===== config.mk =====
export PLATFORM = sky130hd
export DESIGN_NAME = if_id_stage_flat
export DESIGN_NICKNAME = d
export VERILOG_FILES = /design/src/rtl/if_id_stage_if.sv /design/src/rtl/if_id_stage.sv /design/src/flat_wrapper.sv
export SDC_FILE = /design/constraint.sdc
export NUM_CORES = 1
export LEC_CHECK = 0
export CORE_MARGIN = 2
export CORE_UTILIZATION = 47
export CTS_CLUSTER_DIAMETER = 30
export DETAILED_ROUTE_END_ITERATION = 10
export PLACE_DENSITY = 0.86
export SKIP_LAST_GASP = 1
export SYNTH_ARGS = -nofsm -noshare
export SYNTH_HDL_FRONTEND = slang
export SYNTH_SLANG_ARGS = --single-unit
export TNS_END_PERCENT = 10

===== constraint.sdc =====
create_clock -name CLK -period 3.55 [get_ports CLK]
set_input_delay 0.71 -clock CLK [delete_from_list [all_inputs] [get_ports CLK]]
set_output_delay 0.71 -clock CLK [all_outputs]
set_load 0.01 [all_outputs]

===== src/rtl/if_id_stage_if.sv =====
// Fetch-to-decode bundle of the MIPS IF/ID stage: hazard controls, redirect, fetch data and decode fields.
// Optional counters appear when IF_ID_STALL_COUNT_EN is defined.
interface if_id_stage_if;
  logic        StallF;
  logic        StallD;
  logic        FlushD;
  logic        PCSrc;
  logic [31:0] PCBranch;
  logic [31:0] Instr_in;
  logic [31:0] PCF;
  logic [31:0] InstrD;
  logic [31:0] PCPlus4D;
  logic        ValidD;
  logic [4:0]  RsD;
  logic [4:0]  RtD;
  logic [4:0]  RdD;
  logic [31:0] SIMM;
  logic        JumpD;

`ifdef IF_ID_STALL_COUNT_EN
  logic [15:0] StallCount;
  logic [15:0] FlushCount;

  modport slave (
    input  StallF, StallD, FlushD, PCSrc, PCBranch, Instr_in,
    output PCF, InstrD, PCPlus4D, ValidD, RsD, RtD, RdD, SIMM, JumpD,
    output StallCount, FlushCount
  );

  modport master (
    output StallF, StallD, FlushD, PCSrc, PCBranch, Instr_in,
    input  PCF, InstrD, PCPlus4D, ValidD, RsD, RtD, RdD, SIMM, JumpD,
    input  StallCount, FlushCount
  );
`else
  modport slave (
    input  StallF, StallD, FlushD, PCSrc, PCBranch, Instr_in,
    output PCF, InstrD, PCPlus4D, ValidD, RsD, RtD, RdD, SIMM, JumpD
  );

  modport master (
    output StallF, StallD, FlushD, PCSrc, PCBranch, Instr_in,
    input  PCF, InstrD, PCPlus4D, ValidD, RsD, RtD, RdD, SIMM, JumpD
  );
`endif
endinterface


===== src/rtl/if_id_stage.sv =====
// Fetch stage and IF/ID pipeline register of the pipelined MIPS core, with local jump resolution.
// Define IF_ID_STALL_COUNT_EN to add saturating StallCount/FlushCount event counters.
module if_id_stage #(
  parameter logic [31:0] RESET_PC  = 32'h0000_0000,
  parameter logic [31:0] NOP_INSTR = 32'h0000_0000
) (
  input logic          CLK,
  input logic          CLR,
  if_id_stage_if.slave bus
);

  localparam logic [5:0] OP_J = 6'b000010;

  logic [31:0] pcf_r;
  logic [31:0] instr_d_r;
  logic [31:0] pc_plus4_d_r;
  logic        valid_d_r;

  logic [31:0] pc_plus4_f_s;
  logic [31:0] jump_target_s;
  logic [31:0] pc_next_s;
  logic        jump_d_s;
  logic        bubble_s;

  assign pc_plus4_f_s  = pcf_r + 32'd4;
  assign jump_d_s      = valid_d_r & (instr_d_r[31:26] == OP_J) & ~bus.StallD;
  assign jump_target_s = {pc_plus4_d_r[31:28], instr_d_r[25:0], 2'b00};
  // A taken redirect kills the instruction fetched alongside it (no delay slot).
  assign bubble_s      = bus.FlushD | bus.PCSrc | jump_d_s;

  // PC next-state: redirects win over StallF since stalled fetches are wrong-path.
  always_comb begin
    pc_next_s = pc_plus4_f_s;
    if (bus.PCSrc) begin
      pc_next_s = bus.PCBranch;
    end else if (jump_d_s) begin
      pc_next_s = jump_target_s;
    end else if (bus.StallF) begin
      pc_next_s = pcf_r;
    end else begin
      pc_next_s = pc_plus4_f_s;
    end
  end

  // Program counter register.
  always_ff @(posedge CLK) begin
    if (!CLR) begin
      pcf_r <= RESET_PC;
    end else begin
      pcf_r <= pc_next_s;
    end
  end

  // IF/ID pipeline register: bubble beats stall, stall beats load.
  always_ff @(posedge CLK) begin
    if (!CLR) begin
      instr_d_r    <= NOP_INSTR;
      pc_plus4_d_r <= 32'h0000_0000;
      valid_d_r    <= 1'b0;
    end else if (bubble_s) begin
      instr_d_r    <= NOP_INSTR;
      pc_plus4_d_r <= 32'h0000_0000;
      valid_d_r    <= 1'b0;
    end else if (bus.StallD) begin
      instr_d_r    <= instr_d_r;
      pc_plus4_d_r <= pc_plus4_d_r;
      valid_d_r    <= valid_d_r;
    end else begin
      instr_d_r    <= bus.Instr_in;
      pc_plus4_d_r <= pc_plus4_f_s;
      valid_d_r    <= 1'b1;
    end
  end

  assign bus.PCF      = pcf_r;
  assign bus.InstrD   = instr_d_r;
  assign bus.PCPlus4D = pc_plus4_d_r;
  assign bus.ValidD   = valid_d_r;
  assign bus.RsD      = instr_d_r[25:21];
  assign bus.RtD      = instr_d_r[20:16];
  assign bus.RdD      = instr_d_r[15:11];
  assign bus.SIMM     = {{16{instr_d_r[15]}}, instr_d_r[15:0]};
  assign bus.JumpD    = jump_d_s;

`ifdef IF_ID_STALL_COUNT_EN
  logic [15:0] stall_count_r;
  logic [15:0] flush_count_r;

  // Saturating event counters; observation only.
  always_ff @(posedge CLK) begin
    if (!CLR) begin
      stall_count_r <= 16'h0000;
      flush_count_r <= 16'h0000;
    end else begin
      if (bus.StallF && (stall_count_r != 16'hFFFF)) begin
        stall_count_r <= stall_count_r + 16'd1;
      end else begin
        stall_count_r <= stall_count_r;
      end
      if (bubble_s && (flush_count_r != 16'hFFFF)) begin
        flush_count_r <= flush_count_r + 16'd1;
      end else begin
        flush_count_r <= flush_count_r;
      end
    end
  end

  assign bus.StallCount = stall_count_r;
  assign bus.FlushCount = flush_count_r;
`else
  // Counters not built in this configuration.
`endif

endmodule


===== src/flat_wrapper.sv =====
// flat-port wrapper written by rule: the top's interface ports become plain ports
module if_id_stage_flat 
#(
  parameter logic [31:0] RESET_PC  = 32'h0000_0000,
  parameter logic [31:0] NOP_INSTR = 32'h0000_0000
)
  (CLK, CLR, bus_StallF, bus_StallD, bus_FlushD, bus_PCSrc, bus_PCBranch, bus_Instr_in, bus_PCF, bus_InstrD, bus_PCPlus4D, bus_ValidD, bus_RsD, bus_RtD, bus_RdD, bus_SIMM, bus_JumpD);
  if_id_stage_if bus_i ();
  input logic CLK;
  input logic CLR;
  input wire logic [$bits(bus_i.StallF)-1:0] bus_StallF;
  input wire logic [$bits(bus_i.StallD)-1:0] bus_StallD;
  input wire logic [$bits(bus_i.FlushD)-1:0] bus_FlushD;
  input wire logic [$bits(bus_i.PCSrc)-1:0] bus_PCSrc;
  input wire logic [$bits(bus_i.PCBranch)-1:0] bus_PCBranch;
  input wire logic [$bits(bus_i.Instr_in)-1:0] bus_Instr_in;
  output wire logic [$bits(bus_i.PCF)-1:0] bus_PCF;
  output wire logic [$bits(bus_i.InstrD)-1:0] bus_InstrD;
  output wire logic [$bits(bus_i.PCPlus4D)-1:0] bus_PCPlus4D;
  output wire logic [$bits(bus_i.ValidD)-1:0] bus_ValidD;
  output wire logic [$bits(bus_i.RsD)-1:0] bus_RsD;
  output wire logic [$bits(bus_i.RtD)-1:0] bus_RtD;
  output wire logic [$bits(bus_i.RdD)-1:0] bus_RdD;
  output wire logic [$bits(bus_i.SIMM)-1:0] bus_SIMM;
  output wire logic [$bits(bus_i.JumpD)-1:0] bus_JumpD;
  assign bus_i.StallF = bus_StallF;
  assign bus_i.StallD = bus_StallD;
  assign bus_i.FlushD = bus_FlushD;
  assign bus_i.PCSrc = bus_PCSrc;
  assign bus_i.PCBranch = bus_PCBranch;
  assign bus_i.Instr_in = bus_Instr_in;
  assign bus_PCF = bus_i.PCF;
  assign bus_InstrD = bus_i.InstrD;
  assign bus_PCPlus4D = bus_i.PCPlus4D;
  assign bus_ValidD = bus_i.ValidD;
  assign bus_RsD = bus_i.RsD;
  assign bus_RtD = bus_i.RtD;
  assign bus_RdD = bus_i.RdD;
  assign bus_SIMM = bus_i.SIMM;
  assign bus_JumpD = bus_i.JumpD;
  if_id_stage #(.RESET_PC(RESET_PC), .NOP_INSTR(NOP_INSTR)) u_core (.CLK(CLK), .CLR(CLR), .bus(bus_i));
endmodule

Yosys cells after proc, flatten, opt, wreduce, memory -nomap -nowiden
Index checks and enable logic that the tools add are counted.
- logic and storage cells: 17
- register bits: 97
- input port bits: 70
- bitwise operators: 6
- equal/unequal tests: 2
- mux-type cells: 3
- reduce and logical (&&, ||, !) cells: 1
- add/subtract/negate cells: 1
- operator list (cell ; count):
    $mux W32 ; 3
    $add A32 B3 Y32 const B ; 1
    $eq A6 B2 Y1 const B ; 1
    $ne A3 B1 Y1 const B ; 1
    $and A1 B1 Y1 ; 2
    $not A1 Y1 ; 2
    $or A1 B1 Y1 ; 2
    $reduce_or A2 Y1 ; 1

Longest topological paths before layout
- depth after elaboration: 5
- depth in mapped cells: 8

Worst setup path before layout
OpenSTA, ideal clock, no wires.
- path type: in2out
- from: in bus_StallD
- to: out bus_JumpD
- arrival time: 1.647 ns
- stages on the path: 5
- required time: 2.840 ns
- path slack: 1.193 ns
- buffers on the path: 2
- path through: buf_2 -> nor4b_4 -> nand2_4 -> inv_2 -> buf_6
- cells in the longest elaborated chain, start to end: 2
- ends and longest elaborated chain (item ; line ; source):
    start, declared ; flat_wrapper.sv:12 ; input wire logic [$bits(bus_i.StallD)-1:0] bus_StallD;
    $not A1 Y1 ; if_id_stage.sv:26 ; assign jump_d_s = valid_d_r & (instr_d_r[31:26] == OP_J) & ~bus.StallD;
    $and A1 B1 Y1 ; if_id_stage.sv:26 ;
    end, declared ; flat_wrapper.sv:25 ; output wire logic [$bits(bus_i.JumpD)-1:0] bus_JumpD;
Every way passes these cells.

Worst setup path in the final report
- from: reg u_core.instr_d_r[28] (netlist: u_core.bus.InstrD[28])
- to: out bus_JumpD
- cells in the longest elaborated chain, start to end: 3
- ends and longest elaborated chain (item ; line ; source):
    start, declared ; if_id_stage.sv:15 ; logic [31:0] instr_d_r;
    start signal, assigned ; if_id_stage.sv:65 ; instr_d_r <= instr_d_r;
    start signal, assigned ; if_id_stage.sv:69 ; instr_d_r <= bus.Instr_in;
    $eq A6 B2 Y1 ; if_id_stage.sv:26 ;
    $and A1 B1 Y1 (2 in series) ; if_id_stage.sv:26 ;
Every way passes these cells.

==> impl_results.md <==
- Top Ports: ~220
- CTS Buf Count: 9
- Critical path required time: 2.84 ns
- Post-synth EDFFs: 0
- Cell area after synthesis: 5270 um^2
- Rel. slew slack: 0.421
- Die X: 110 um
- Register area: 1940 um^2
- TritonCTS clock tree: done
- Vias in the first global route: 4,991
- Post-detail-place hpwl: 12,400 um
- Total track usage: 0.279
- WL final: 17,200 um
- Die Area: 12,100 um^2
- Dpl cells: 888
- Hold bufs inserted after CTS: 0
- Seq pwr share: 0.489
- P_int: 1.79 mW
- Combinational fraction of design power: 0.172
- Largest cells by area after synthesis: dfxtp_1 37%, mux2i_1 7.6%, buf_4 7.1%
- Post-synthesis net count: 683
- Starting DRT DRC Count: 333
- Pwr/cell area: 331 nW/um^2
- Fin crit share: 0.778
- Most used DFF post-synth: dfxtp_1
- GP Congestion: roughly 0.91
- Crit-path max FO: 7
- DRC: 0
- Setup Buffers After CTS: 0
- Sw frac: 0.262
- Reg2Reg Launch Point: u_core.bus.InstrD[28]
- Placement row count: 38
- Min-delay src: u_core.bus.PCPlus4D[13]
- Routed wire per std cell: around 19 um
- Via density: 5.72
- Max IR drop VDD: 233 uV
- NumNets Final: 830
- CORE AREA: 10,900 um^2
- Highest Clock Rate: 362 MHz
- GRT overflow: 0
- Die H: approximately 110 um
- Max stage delay on crit path: 0.59 ns
- # diodes: 0
- NetSw: 0.637 mW
- Fin. max-slew vios: 0
- Register area share after synthesis: 0.369
- Yosys top cell area share: 0.369
- Antenna viol nets, final: 0
- WP data arrival: about 2.1 ns
- Yosys top cell by area: dfxtp_1
- Clk slew on worst S/H paths: 0.09 ns
- Crit-path cells: nor4b_4 > nand2_4 > inv_2 > clkdlybuf4s50_1
- Final Hold Fails: 0
- Number of synthesized register bits: 97
- Initial Util: 0.484
- Finished Layout Cells: 904
- Vias: 5,169
- Leakage: approximately 2.7 nW
- Setup Skew: 0.00694 ns
- First-pass DRT Iterations: 5
- Clk sinks: 97
- Area of the multi-input gates: 2740 um^2
- Synth Warn #: 0
- Setup CP Type: reg2out
- Setup crit start kind: flop
- RSZ-0062 raised after global routing: false
- Crit. End Element: output port
- Syn_area_per_cell: 8.61 um^2
- R2R cell count: 8
- Clock Power Share: 0.339
- Worst Hold Class: reg2reg
- Worst Hold Depth: 2
- Fin crit period: 2.76 ns
- Cells after Synth: ~610
- First-pass GRT wire length: 26,000 um
- Clock latency on the worst-skew pair: 0.37 ns
- # port buffers: 214
- Status: finished clean
- Largest net degree at the start of global routing: 55
- Slowest cell on crit path: nor4b_4
- Post-CTS Resized: 0
- Max_cap viols: 0
- Filler cells: 895
- # setup viols final: 0
- Htree depth: 3
- Share of post-route cells with drive strength above 1: 0.0694
- Initial antenna violation count: 0
- Final setup TNS: 0 ns
- Most frequent cell after synthesis: dfxtp_1
- Worst Tran Pin Value: roughly 0.87 ns
- Clock tree root driver cell: clkbuf_8
- Synth top cells by count: 97 x dfxtp_1, 87 x nor2_1, 50 x buf_4, 40 x mux2i_1, 36 x a21oi_1
- Maximum clock path buffer count: 2
- Synth unique cells: 69
- Area delta synth->final: 39.5%
- Fraction of registers with async set/reset: 0
- Critical path startpoint: u_core.bus.InstrD[28]
[state kept, by name (all words and copies together) (netlist names)]
| register | cells |
|---|---|
| u_core.bus.PCF | 32 |
| u_core.bus.ValidD | 1 |
| u_core.bus.InstrD | 32 |
| u_core.bus.PCPlus4D | 32 |
[metrics by stage]
stage                      util  total power, mW  area [um^2]  hold slack (ns)  worst slack (ns)
after floorplan               -             1.41         5270            0.477              1.19
after global placement    0.654             1.61         7120            0.454             0.567
after detailed placement  0.654             1.63         7120            0.459             0.453
after CTS                 0.675             2.44         7350            0.471             0.763
after global routing      0.675             2.51         7350            0.490             0.621
final                     0.675             2.43         7350            0.465             0.787
[layer usage]
| layer | track usage | vias up | wire length (um) |
|---|---|---|---|
| li1 | - | 2413 | - |
| met1 | 0.341 | 2454 | 6860 |
| met2 | 0.470 | 260 | 8410 |
| met3 | 0.0717 | 42 | 1390 |
| met4 | 0.107 | 0 | 487 |
| met5 | 0 | - | 0 |
[worst max-delay path: cells and delay by family (launching register included)]
family                 cells  cell delay, ns
AND/OR/NAND/NOR            2            0.69
buffers and inverters      2            0.63
flip-flops                 1            0.37
[power groups by stage]
stage	Clock [mW]	Sequential (mW)	Combinational [mW]
6_report	0.824	1.19	0.417
2_1_floorplan	0	1.21	0.203
3_3_place_gp	0	1.21	0.403
3_5_place_dp	0	1.21	0.414
5_1_grt	0.869	1.20	0.448
4_1_cts	0.834	1.19	0.416
[cells in the final DEF (no fill, tap or decap), types with 16 or more instances in the layout]
master             n
clkdlybuf4s50_1  212
nor3_1            16
nand2_1           29
nor2_1            87
xor2_1            20
nand3_1           22
dfxtp_1           97
mux2i_1           40
a21oi_1           36
o21ai_0           16
a211oi_1          20
[final timing paths]
check                           slack, ns                      end
worst min register to register       0.46  u_core.bus.PCPlus4D[13]
worst min-delay path                 0.46  u_core.bus.PCPlus4D[13]
worst max-delay path                 0.79                bus_JumpD
worst max register to register       1.14  u_core.bus.PCPlus4D[28]
[area by class of cell]
class / instances / area share
timing repair buffer: 226 / 0.304
inverter: 8 / 0.00409
clock inverter: 4 / 0.0102
sequential: 97 / 0.264
tap: 140 / 0.0238
clock buffer: 12 / 0.0211
multi-input combinational: 417 / 0.372
[cells by family after synthesis]
family	Yosys count	share of synthesized area
xor gates and xnor gates	33	0.0549
adders and majority gates	1	0.00237
and+or+nand+nor	223	0.229
DFF	97	0.369
muxes	42	0.0803
AOI/OAI and AO/OA	118	0.153
buffers and inverters	98	0.112
Note: power is estimated with default switching activity, not from simulation.
